===== config.mk =====
export PLATFORM = sky130hd
export DESIGN_NAME = hazard_control_unit
export DESIGN_NICKNAME = d
export VERILOG_FILES = /design/src/rtl/hazard_control_unit.sv
export SDC_FILE = /design/constraint.sdc
export NUM_CORES = 1
export LEC_CHECK = 0
export CAP_MARGIN = 25
export CORE_MARGIN = 4
export CORE_UTILIZATION = 37
export DETAILED_ROUTE_END_ITERATION = 8
export GPL_TIMING_DRIVEN = 0
export PLACE_DENSITY = 0.95
export SLEW_MARGIN = 0
export SYNTH_ARGS = -nofsm -noshare
export SYNTH_HDL_FRONTEND = slang
export SYNTH_SLANG_ARGS = --single-unit

===== constraint.sdc =====
create_clock -name clk -period 5.2 [get_ports clk]
set_clock_uncertainty 0.15 [all_clocks]
set_input_delay 1.04 -clock clk [delete_from_list [all_inputs] [get_ports clk]]
set_output_delay 1.04 -clock clk [all_outputs]
set_load 0.01 [all_outputs]

===== src/rtl/hazard_control_unit.sv =====
// rtl/hazard_control_unit.sv - ID-stage hazard, redirect and interrupt sequencing control
module hazard_control_unit #(
    parameter logic [31:0] ISR_VECTOR = 32'h0000_0200,
    parameter logic [5:0]  ERET_OP    = 6'h10,
    parameter logic [5:0]  ERET_FUNCT = 6'h18,
    parameter logic [5:0]  J_OP       = 6'h02,
    parameter logic [5:0]  JAL_OP     = 6'h03
) (
    input  logic        clk,
    input  logic        rst,
    input  logic [31:0] IFID_IR,
    input  logic [31:0] IFID_PC,
    input  logic        IDEX_MemRead,
    input  logic [4:0]  IDEX_rt,
    input  logic        branch_taken,
    input  logic [31:0] branch_target,
    input  logic        intr,
    output logic        Stall,
    output logic        Flush,
    output logic        pc_ld,
    output logic        pc_inc,
    output logic [31:0] PC_in,
    output logic        ISR,
    output logic [2:0]  LISR,
    output logic        int_ack,
    output logic        in_service,
    output logic [31:0] EPC
);

    typedef enum logic [2:0] {
        IDLE   = 3'd0,
        ENTER  = 3'd1,
        VECTOR = 3'd2,
        INSVC  = 3'd3,
        EXIT1  = 3'd4,
        EXIT2  = 3'd5,
        EXIT3  = 3'd6
    } state_t;

    state_t state, state_nxt;

    logic [5:0] opcode;
    logic [4:0] rs;
    logic [4:0] rt;
    logic [5:0] funct;
    logic       uses_rt;
    logic       load_use;
    logic       is_jump;
    logic       is_eret;
    logic       take_intr;

    assign opcode = IFID_IR[31:26];
    assign rs     = IFID_IR[25:21];
    assign rt     = IFID_IR[20:16];
    assign funct  = IFID_IR[5:0];

    // rt is a source only for R-type, stores (sb/sh/sw) and branches (beq/bne/blez/bgtz)
    always_comb begin
        uses_rt = 1'b0;
        case (opcode)
            6'h00, 6'h28, 6'h29, 6'h2b,
            6'h04, 6'h05, 6'h06, 6'h07: uses_rt = 1'b1;
            default:                    uses_rt = 1'b0;
        endcase
    end

    assign load_use = IDEX_MemRead && (IDEX_rt != 5'd0) &&
                      ((IDEX_rt == rs) || (uses_rt && (IDEX_rt == rt)));
    assign is_jump  = (opcode == J_OP) || (opcode == JAL_OP);
    assign is_eret  = (opcode == ERET_OP) && (funct == ERET_FUNCT);

    assign take_intr = rst && (state == IDLE) && intr && !branch_taken &&
                       !load_use && !is_jump;

    always_ff @(posedge clk or negedge rst) begin
        if (!rst) begin
            state <= IDLE;
            EPC   <= 32'd0;
        end else begin
            state <= state_nxt;
            if (take_intr) begin
                EPC <= IFID_PC;
            end
        end
    end

    always_comb begin
        state_nxt  = state;
        Stall      = 1'b0;
        Flush      = 1'b0;
        pc_ld      = 1'b0;
        pc_inc     = 1'b0;
        PC_in      = 32'd0;
        ISR        = 1'b0;
        LISR       = 3'b000;
        int_ack    = 1'b0;
        in_service = 1'b0;
        if (rst) begin
            if ((state == IDLE) || (state == INSVC)) begin
                if (branch_taken) begin
                    pc_ld = 1'b1;
                    PC_in = branch_target;
                    Flush = 1'b1;
                end else if (load_use) begin
                    Stall = 1'b1;
                end else if (is_jump) begin
                    pc_ld = 1'b1;
                    PC_in = {IFID_PC[31:28], IFID_IR[25:0], 2'b00};
                    Flush = 1'b1;
                end else begin
                    pc_inc = 1'b1;
                end
            end
            case (state)
                IDLE: begin
                    if (take_intr) begin
                        state_nxt = ENTER;
                    end
                end
                ENTER: begin
                    ISR       = 1'b1;
                    Stall     = 1'b1;
                    state_nxt = VECTOR;
                end
                VECTOR: begin
                    pc_ld     = 1'b1;
                    PC_in     = ISR_VECTOR;
                    Flush     = 1'b1;
                    int_ack   = 1'b1;
                    state_nxt = INSVC;
                end
                INSVC: begin
                    in_service = 1'b1;
                    if (is_eret && !branch_taken) begin
                        state_nxt = EXIT1;
                    end
                end
                EXIT1: begin
                    LISR      = 3'b001;
                    Stall     = 1'b1;
                    state_nxt = EXIT2;
                end
                EXIT2: begin
                    LISR      = 3'b010;
                    Stall     = 1'b1;
                    state_nxt = EXIT3;
                end
                EXIT3: begin
                    // Flushing here discards the ERET still sitting in IF/ID
                    LISR      = 3'b100;
                    pc_ld     = 1'b1;
                    PC_in     = EPC;
                    Flush     = 1'b1;
                    state_nxt = IDLE;
                end
                default: state_nxt = IDLE;
            endcase
        end
    end

endmodule


# Word-level counts from Yosys, hierarchy flattened
# Cells that the tools add are included.
# Widths: inputs -> output; s select.
dict set report totals {
  reg_bits 35
  word_cells 80
}
dict set report classes {
  muxes 34
  n_reduce_logical 23
  eq_ne 21
}
# op count
set op_table {}
lappend op_table {{$mux 32} 5}
lappend op_table {{$pmux 32 s2} 1}
lappend op_table {{$eq 6x3->1 const B} 4}
lappend op_table {{$mux 1} 23}
lappend op_table {{$eq 6x6->1 const B} 3}
lappend op_table {{$pmux 3 s6} 1}
lappend op_table {{$eq 6x2->1 const B} 2}
lappend op_table {{$eq 6x5->1 const B} 2}
lappend op_table {{$eq 5x5->1} 2}
lappend op_table {{$logic_and 1x1->1} 10}
lappend op_table {{$eq 3x3->1 const B} 3}
lappend op_table {{$mux 3} 3}
lappend op_table {{$pmux 3 s3} 1}
lappend op_table {{$reduce_or 8->1} 1}
lappend op_table {{$eq 3x2->1 const B} 2}
lappend op_table {{$logic_not 6->1} 1}
lappend op_table {{$reduce_bool 5->1} 1}
lappend op_table {{$eq 3x1->1 const B} 1}
lappend op_table {{$logic_not 1->1} 3}
lappend op_table {{$logic_not 3->1} 1}
lappend op_table {{$logic_or 1x1->1} 3}
lappend op_table {{$reduce_and 3->1} 1}
lappend op_table {{$reduce_or 3->1} 1}
lappend op_table {{$ne 2x1->1 const B} 1}
lappend op_table {{2 further kinds} 2}

# Logic depth before layout (Yosys ltp)
# Gate-level depths: netlist of run 1.
dict set report logic_depth {
  ltp_word 11
  mapped_depth 8
  depth_no_buf 5
}

# Least setup slack after synthesis of run 1
# OpenSTA, ideal clock, no wires.
dict set report synth_timing {
  path_kind {input -> output}
  from {input IDEX_rt[1]}
  to {output PC_in[21]}
  t_arrival_ns 2.643
  required_ns 4.010
  setup_slack_ns 1.367
  stages 7
  cell_sequence {or4_1 -> o21ai_1 -> or4_1 -> o2111ai_1 -> clkbuf_2 -> buf_2 -> o21ai_0}
}
dict set report synth_via {
  elab_chain_len 9
  elab_cells_between_ends 12
  cone_classes {eq/ne (2); mux (5); reduce/logical (5)}
}
# item line_no
set synth_rtl {}
lappend synth_rtl {{start, declared} 14} ;# input logic [4:0] IDEX_rt,
lappend synth_rtl {{$eq 5x5->1} 68} ;# ((IDEX_rt == rs) || (uses_rt && (IDEX_rt == rt)));
lappend synth_rtl {{$logic_and 1x1->1} 68}
lappend synth_rtl {{$logic_or 1x1->1} 68}
lappend synth_rtl {{$logic_and 1x1->1 *} 67} ;# assign load_use = IDEX_MemRead && (IDEX_rt != 5'd0) &&
lappend synth_rtl {{$mux 32 *} 104} ;# end else if (load_use) begin
lappend synth_rtl {{$mux 32 *} 100} ;# if (branch_taken) begin
lappend synth_rtl {{$mux 32 *} 99} ;# if ((state == IDLE) || (state == INSVC)) begin
lappend synth_rtl {{$pmux 32 s2 *} 114} ;# case (state)
lappend synth_rtl {{$mux 32 *} 98} ;# if (rst) begin
lappend synth_rtl {{end, declared} 22} ;# output logic [31:0] PC_in,
# Mark *: on every way between the ends. The rest lies on a longest branch, timed or not.

# Worst setup path in the final report of run 1
dict set report layout_timing {
  from {input IDEX_rt[1]}
  to {output PC_in[30]}
}
# Same word-level chain as after synthesis.

==> metrics.txt, run 1 <==
result of the run=completed; layout cell share with drive strength beyond 1=0.119; count of warnings emitted by yosys=0; number of core rows=29; standard cell area after detailed placement=0.00431 mm²; Final Hold Viols=0; endpoint class of the critical path=primary output; Routed wire per std cell=18.6 µm; hpwl dp=7680 µm; First-pass DRT Iterations=4; signed area change from the synthesized netlist to the final layout=81.8%; crit-path leading delay family=buffers and inverters; max-cap violations=0; total power divided by cell area=387 mW/mm²; Slowest-stage cell, CP=sky130_fd_sc_hd__clkdlybuf4s50_1; vias in the first global route=about 3000; cell types with the highest counts after synthesis=36 x sky130_fd_sc_hd__o21ai_0, 35 x sky130_fd_sc_hd__dfrtp_1, 34 x sky130_fd_sc_hd__inv_1, 29 x sky130_fd_sc_hd__a22oi_1, 29 x sky130_fd_sc_hd__mux2_4; total CTS buffers=5; antenna cells=0; shortest clock period the worst path allows after layout=5.02 ns; count of state elements after synthesis=35; PortBufs=179; Crit Path Category=in -> out; final RePlAce weighted congestion=0.867; worst min path class=reg -> reg; top flip-flop cell by instance count after synthesis=sky130_fd_sc_hd__dfrtp_1; highest attainable clock frequency=199 MHz; maximum buffer depth of the clock tree=2; sinks on the clock net=35; number of nets produced by synthesis=355; per-instance average area after synthesis=between 9 and 10 µm²; Final #Nets=541; Skew-Pair Late Insertion Delay=0.28 ns; start point of the critical path=IDEX_rt[1]; number of vias after detailed routing=around 2700; leakage dissipation=1.89 nW; post-synth top area share=0.362; worst reg2reg startpoint=state[2]$_DFFE_PN0P_; height of the die=88.9 µm; post-synthesis async set-or-reset flop share=1.00; leading post-synthesis cells by cell area=sky130_fd_sc_hd__dfrtp_1 36%, sky130_fd_sc_hd__mux2_4 18%, sky130_fd_sc_hd__a22oi_1 9.0%; Remaining Overflow, GRT=0; Finish-stage setup viols=0; Finished Cell Area=0.00440 mm²; crit path buf inv count=4; largest fanout of any net on the critical path=10; type of origin of the critical path=input port; maximum number of pins on one net before global-route repair=45; minimum setup slack after placement=-0.0715 ns; cell chosen for the clock root=sky130_fd_sc_hd__clkbuf_8; ports placed on the boundary=180; Max VDD drop=0.280 mV; initial standard-cell utilization of the core=0.381; antenna violations before repair=0; number of cells on the critical path=9; ordered cell list for the critical path=clkdlybuf4s50_1 -> or4_1 -> o21ai_2 -> or3_1 -> o2111ai_1 -> buf_2 -> buf_2 -> o21ai_0 -> clkdlybuf4s50_1; clock-pin slew on the worst setup and hold paths=~0.08 ns; wire length of the first global-routing pass=14200 µm; Worst-Margin Slew=between 0.5 and 0.6 ns; Data arrival, critical path=3.83 ns; TritonCTS clock tree=yes; global-route usage over all layers=0.236; setup repair after global routing missed its margin=no; logic depth of the worst register-to-register path=7; share of synthesized area occupied by flip-flops and latches=0.362; Vias per Instance=5.25; DRC violation count after routing=0; count of final max-slew check failures=0; post-synth cell types=45; cell type with the highest aggregate area in the netlist=sky130_fd_sc_hd__dfrtp_1; area of the die=0.00790 mm²; mapped cell area=0.00242 mm²; number of enable flip-flop cells after synthesis=0; max-slew headroom at the worst pin=0.626; delay of the slowest cell on the worst path=0.58 ns; worst r2r dst=EPC[31]$_DFFE_PN0P_; flop-to-flop setup slack=2.54 ns; antenna-violating nets left=0; 1st-iter DRT viols=110; destination of the critical timing path=PC_in[30]; gate count after technology mapping=249; critical path required time=4.01 ns; most common cell in the synthesized netlist=sky130_fd_sc_hd__o21ai_0; number of post-CTS setup repair buffers=0; H-Tree Level Count=2; drt total wl=9540 µm; Tcrit/Tclk final=0.966; standard cell core area=about 0.0063 mm²; worst setup slack after layout=between 0.15 and 0.2 ns; Chip Width=88.9 µm
[cell type report]
class / instances / area (µm²)
Inverter: 34 / 128
Clock inverter: 3 / 20.0
Multi-Input combinational cell: 165 / 1330
Timing Repair Buffer: 179 / 1790
Buffer: 15 / 92.6
Clock buffer: 5 / 68.8
Fill cell: 456 / 1950
Tap cell: 77 / 96.3
Sequential cell: 35 / 876
[worst min path at each step]
stage / from / to / depth (start not counted)
3_5_place_dp: EPC[22]$_DFFE_PN0P_ / EPC[22]$_DFFE_PN0P_ / 1
2_1_floorplan: state[0]$_DFFE_PN0P_ / state[0]$_DFFE_PN0P_ / 2
6_report: EPC[9]$_DFFE_PN0P_ / EPC[9]$_DFFE_PN0P_ / 1
4_1_cts: EPC[9]$_DFFE_PN0P_ / EPC[9]$_DFFE_PN0P_ / 1
3_3_place_gp: EPC[7]$_DFFE_PN0P_ / EPC[7]$_DFFE_PN0P_ / 1
5_1_grt: EPC[6]$_DFFE_PN0P_ / EPC[6]$_DFFE_PN0P_ / 1
[cell families after synthesis]
| kind of cell | after synthesis | share of synthesized area |
|---|---|---|
| muxes | 32 | 0.194 |
| DFF | 35 | 0.362 |
| AOI/OAI and AO/OA | 78 | 0.213 |
| buffers and inverters | 49 | 0.0909 |
| xor gates and xnor gates | 10 | 0.0362 |
| and+or+nand+nor | 45 | 0.105 |
[state kept, by name, indices dropped and copies added (netlist names)]
register / count
EPC: 32
state: 3
[placed cells by master (no fill, tap or decap), types with 2 or more instances in the layout]
cell,synthesis,final
sky130_fd_sc_hd__clkbuf_8,0,5
sky130_fd_sc_hd__nor3_1,2,2
sky130_fd_sc_hd__clkinvlp_4,0,2
sky130_fd_sc_hd__and2_1,3,3
sky130_fd_sc_hd__buf_4,1,2
sky130_fd_sc_hd__buf_2,1,2
sky130_fd_sc_hd__and3_1,2,2
sky130_fd_sc_hd__mux2_2,3,3
sky130_fd_sc_hd__o2111ai_1,2,2
sky130_fd_sc_hd__a22oi_1,29,29
sky130_fd_sc_hd__clkbuf_1,8,8
sky130_fd_sc_hd__xnor2_1,9,9
sky130_fd_sc_hd__a22o_1,2,2
sky130_fd_sc_hd__inv_1,34,34
sky130_fd_sc_hd__o21ai_0,36,35
sky130_fd_sc_hd__nand2_1,7,7
sky130_fd_sc_hd__dfrtp_1,35,35
sky130_fd_sc_hd__nor2_1,10,10
sky130_fd_sc_hd__nand2b_1,3,3
sky130_fd_sc_hd__buf_6,4,4
sky130_fd_sc_hd__nand3_1,3,3
sky130_fd_sc_hd__mux2_4,29,29
sky130_fd_sc_hd__clkdlybuf4s50_1,0,178
[timing repair]
action	in CTS	in global routing
endpoints found under the setup margin	7	10
hold buffers	0	0
gates resized for setup	3	2
[report_power, final]
| group | internal [W] | switching (W) | total (W) |
|---|---|---|---|
| Combinational | 0.000615 | 0.000358 | 0.000973 |
| Clock | 0.0000933 | 0.000107 | 0.000200 |
| Sequential | 0.000406 | 0.000127 | 0.000534 |
[metrics by stage]
stage / setup TNS, ns / cells / utilization / total power, W / hold slack (ns)
2_1_floorplan: 0 / 249 / - / 0.000950 / 0.419
5_1_grt: 0 / 513 / 0.694 / 0.00180 / 0.422
3_5_place_dp: -0.169 / 505 / 0.678 / 0.00151 / 0.371
3_3_place_gp: -32.09 / 505 / 0.679 / 0.00148 / 0.364
4_1_cts: 0 / 513 / 0.693 / 0.00172 / 0.404
6_report: 0 / 513 / 0.694 / 0.00171 / 0.399
[layer usage]
layer	part of all wire	GRT usage
met3	0.080	0.0774
met5	0	0
met1	0.38	0.264
met2	0.52	0.420
met4	0.023	0.0797
Power figures use the tool's default switching activity.
==> inputs of run 2 (changes only) <==
--- a/config.mk
+++ b/config.mk
@@ -7,3 +7,2 @@
 export LEC_CHECK = 0
-export CAP_MARGIN = 25
 export CORE_MARGIN = 4
==> constraint.sdc (replaced) <==
create_clock -name clk -period 5.2 [get_ports clk]
set_clock_uncertainty 0.15 [all_clocks]
set_input_delay 1.3 -clock clk [delete_from_list [all_inputs] [get_ports clk]]
set_output_delay 1.3 -clock clk [all_outputs]
set_load 0.01 [all_outputs]
==> run 2 against run 1 <==
Register-to-register slack better by 0.05 ns. Worst hold slack about the same. Sequential share of layout area down 0.16 points. Setup slack worse by 0.058 ns. Utilization up 0.55 points. Critical path depth down 1. Wire length up 1.4%. Sequential cell count unchanged. Via count down 0.19%.
==> metrics.txt, run 2 (synthesized netlist as in run 1, its figures left out) <==
result of the run=completed; maximum number of pins on one net before global-route repair=45; critical path required time=3.75 ns; DRC violation count after routing=0; clock-pin slew on the worst setup and hold paths=~0.08 ns; type of origin of the critical path=input port; crit-path leading delay family=buffers and inverters; commonest cells after routing, fill and taps aside=146 x sky130_fd_sc_hd__clkdlybuf4s50_1, 35 x sky130_fd_sc_hd__dfrtp_1, 34 x sky130_fd_sc_hd__inv_1, 34 x sky130_fd_sc_hd__o21ai_0; maximum buffer depth of the clock tree=2; ordered cell list for the critical path=clkdlybuf4s50_1 -> xnor2_1 -> nand4_1 -> or4_4 -> o21ai_2 -> o221ai_2 -> buf_4 -> clkdlybuf4s50_1; vias in the first global route=2977; Vias per Instance=5.23; cell chosen for the clock root=sky130_fd_sc_hd__clkbuf_8; H-Tree Level Count=2; signed area change from the synthesized netlist to the final layout=83.3%; standard cell core area=approximately 0.0063 mm²; wire length of the first global-routing pass=between 10000 and 15000 µm; hpwl dp=7680 µm; largest registers in the final layout=EPC: 32 flops, state: 3 flops; ports placed on the boundary=180; sinks on the clock net=35; most numerous cell on the critical path=sky130_fd_sc_hd__clkdlybuf4s50_1; total of hold buffers inserted after clock tree synthesis=0; count of final max-slew check failures=0; largest fanout of any net on the critical path=3; initial standard-cell utilization of the core=0.381; shortest clock period the worst path allows after layout=5.08 ns; drt total wl=about 9700 µm; TritonCTS clock tree=yes; worst min path class=reg -> reg; most common cell after layout, fill and taps aside=sky130_fd_sc_hd__clkdlybuf4s50_1; Skew-Pair Late Insertion Delay=between 0.2 and 0.3 ns; Final Hold Viols=0; Slowest-stage cell, CP=sky130_fd_sc_hd__or4_4; flip-flop count of the largest register, all copies and words added=32; antenna violations before repair=0; delay of the slowest cell on the worst path=0.56 ns; layout cell share with drive strength beyond 1=0.140; max-slew headroom at the worst pin=0.653; Finish-stage setup viols=0; Worst-Margin Slew=between 0.5 and 0.6 ns; endpoint class of the critical path=primary output; number of standard cells in the layout, taps in and fillers out=514; number of core rows=29; Routed wire per std cell=between 15 and 20 µm; total CTS buffers=5; Biggest register=EPC; 1st-iter DRT viols=99; highest attainable clock frequency=197 MHz; Final #Nets=542; final RePlAce weighted congestion=0.867; max-cap violations=0; antenna cells=0; total of fill cells in the finished design=476; antenna-violating nets left=0; Chip Width=88.9 µm; setup repair after global routing missed its margin=no; Final Core Density=0.699; Inst Count DP=about 500; global-route usage over all layers=0.238; height of the die=just under 90 µm; total power divided by cell area=approximately 380 mW/mm²; Data arrival, critical path=3.63 ns; number of vias after detailed routing=~2700; area of the die=0.00790 mm²; leakage dissipation=2.06 nW; PortBufs=179; Remaining Overflow, GRT=0; Tcrit/Tclk final=0.977; crit path buf inv count=3; First-pass DRT Iterations=4; Crit Path Category=in -> out; Max VDD drop=0.279 mV
run 2: timing repair:
item	4_1_cts	5_1_grt
gates resized for setup	48	8
endpoints found under the setup margin	36	16
setup buffers	1	0
pin swaps	2	2
run 2: cell type report:
class | count | area [µm²] | share of cell area
Sequential cell | 35 | 876 | 0.197
Inverter | 34 | 128 | 0.0287
Clock inverter | 3 | 20.0 | 0.00451
Buffer | 15 | 113 | 0.0254
Multi-Input combinational cell | 165 | 1370 | 0.308
Tap cell | 77 | 96.3 | 0.0217
Clock buffer | 5 | 68.8 | 0.0155
Timing Repair Buffer | 180 | 1770 | 0.399
run 2: final timing paths:
path | start | endpoint | slack [ns] | cells after the start
worst max register to register | state[2]$_DFFE_PN0P_ | EPC[7]$_DFFE_PN0P_ | 2.59 | 7
max in group asynchronous | rst | EPC[31]$_DFFE_PN0P_ | 3.84 | 1
min in group asynchronous | rst | EPC[29]$_DFFE_PN0P_ | 0.76 | 1
worst min register to register | EPC[9]$_DFFE_PN0P_ | EPC[9]$_DFFE_PN0P_ | 0.40 | 1
worst min-delay path | EPC[9]$_DFFE_PN0P_ | EPC[9]$_DFFE_PN0P_ | 0.40 | 1
worst max-delay path | IDEX_rt[3] | pc_ld | 0.12 | 8
run 2: report_power, final:
group / total, W / switching (W) / internal, W
clock: 0.000201 / 0.000108 / 0.0000933
sequential: 0.000534 / 0.000127 / 0.000406
combinational: 0.000952 / 0.000358 / 0.000594
total: 0.00169 / 0.000594 / 0.00109
run 2: stage by stage:
step                      hold WS (ns)  setup WS [ns]  power, W  instance area [µm²]  TNS, ns
after global placement           0.364          -1.58   0.00148                 4310   -52.66
final                            0.400          0.119   0.00169                 4440        0
after CTS                        0.404         0.0130   0.00170                 4410        0
after detailed placement         0.371         -0.592   0.00151                 4310   -15.86
after global routing             0.422        0.00713   0.00178                 4440        0
after floorplan                  0.419          0.847  0.000950                 2420        0
run 2: metal layers:
metal / share of wire / GRT usage
met3: 0.081 / 0.0700
met1: 0.38 / 0.270
met4: 0.020 / 0.0797
met2: 0.52 / 0.426
met5: 0 / 0
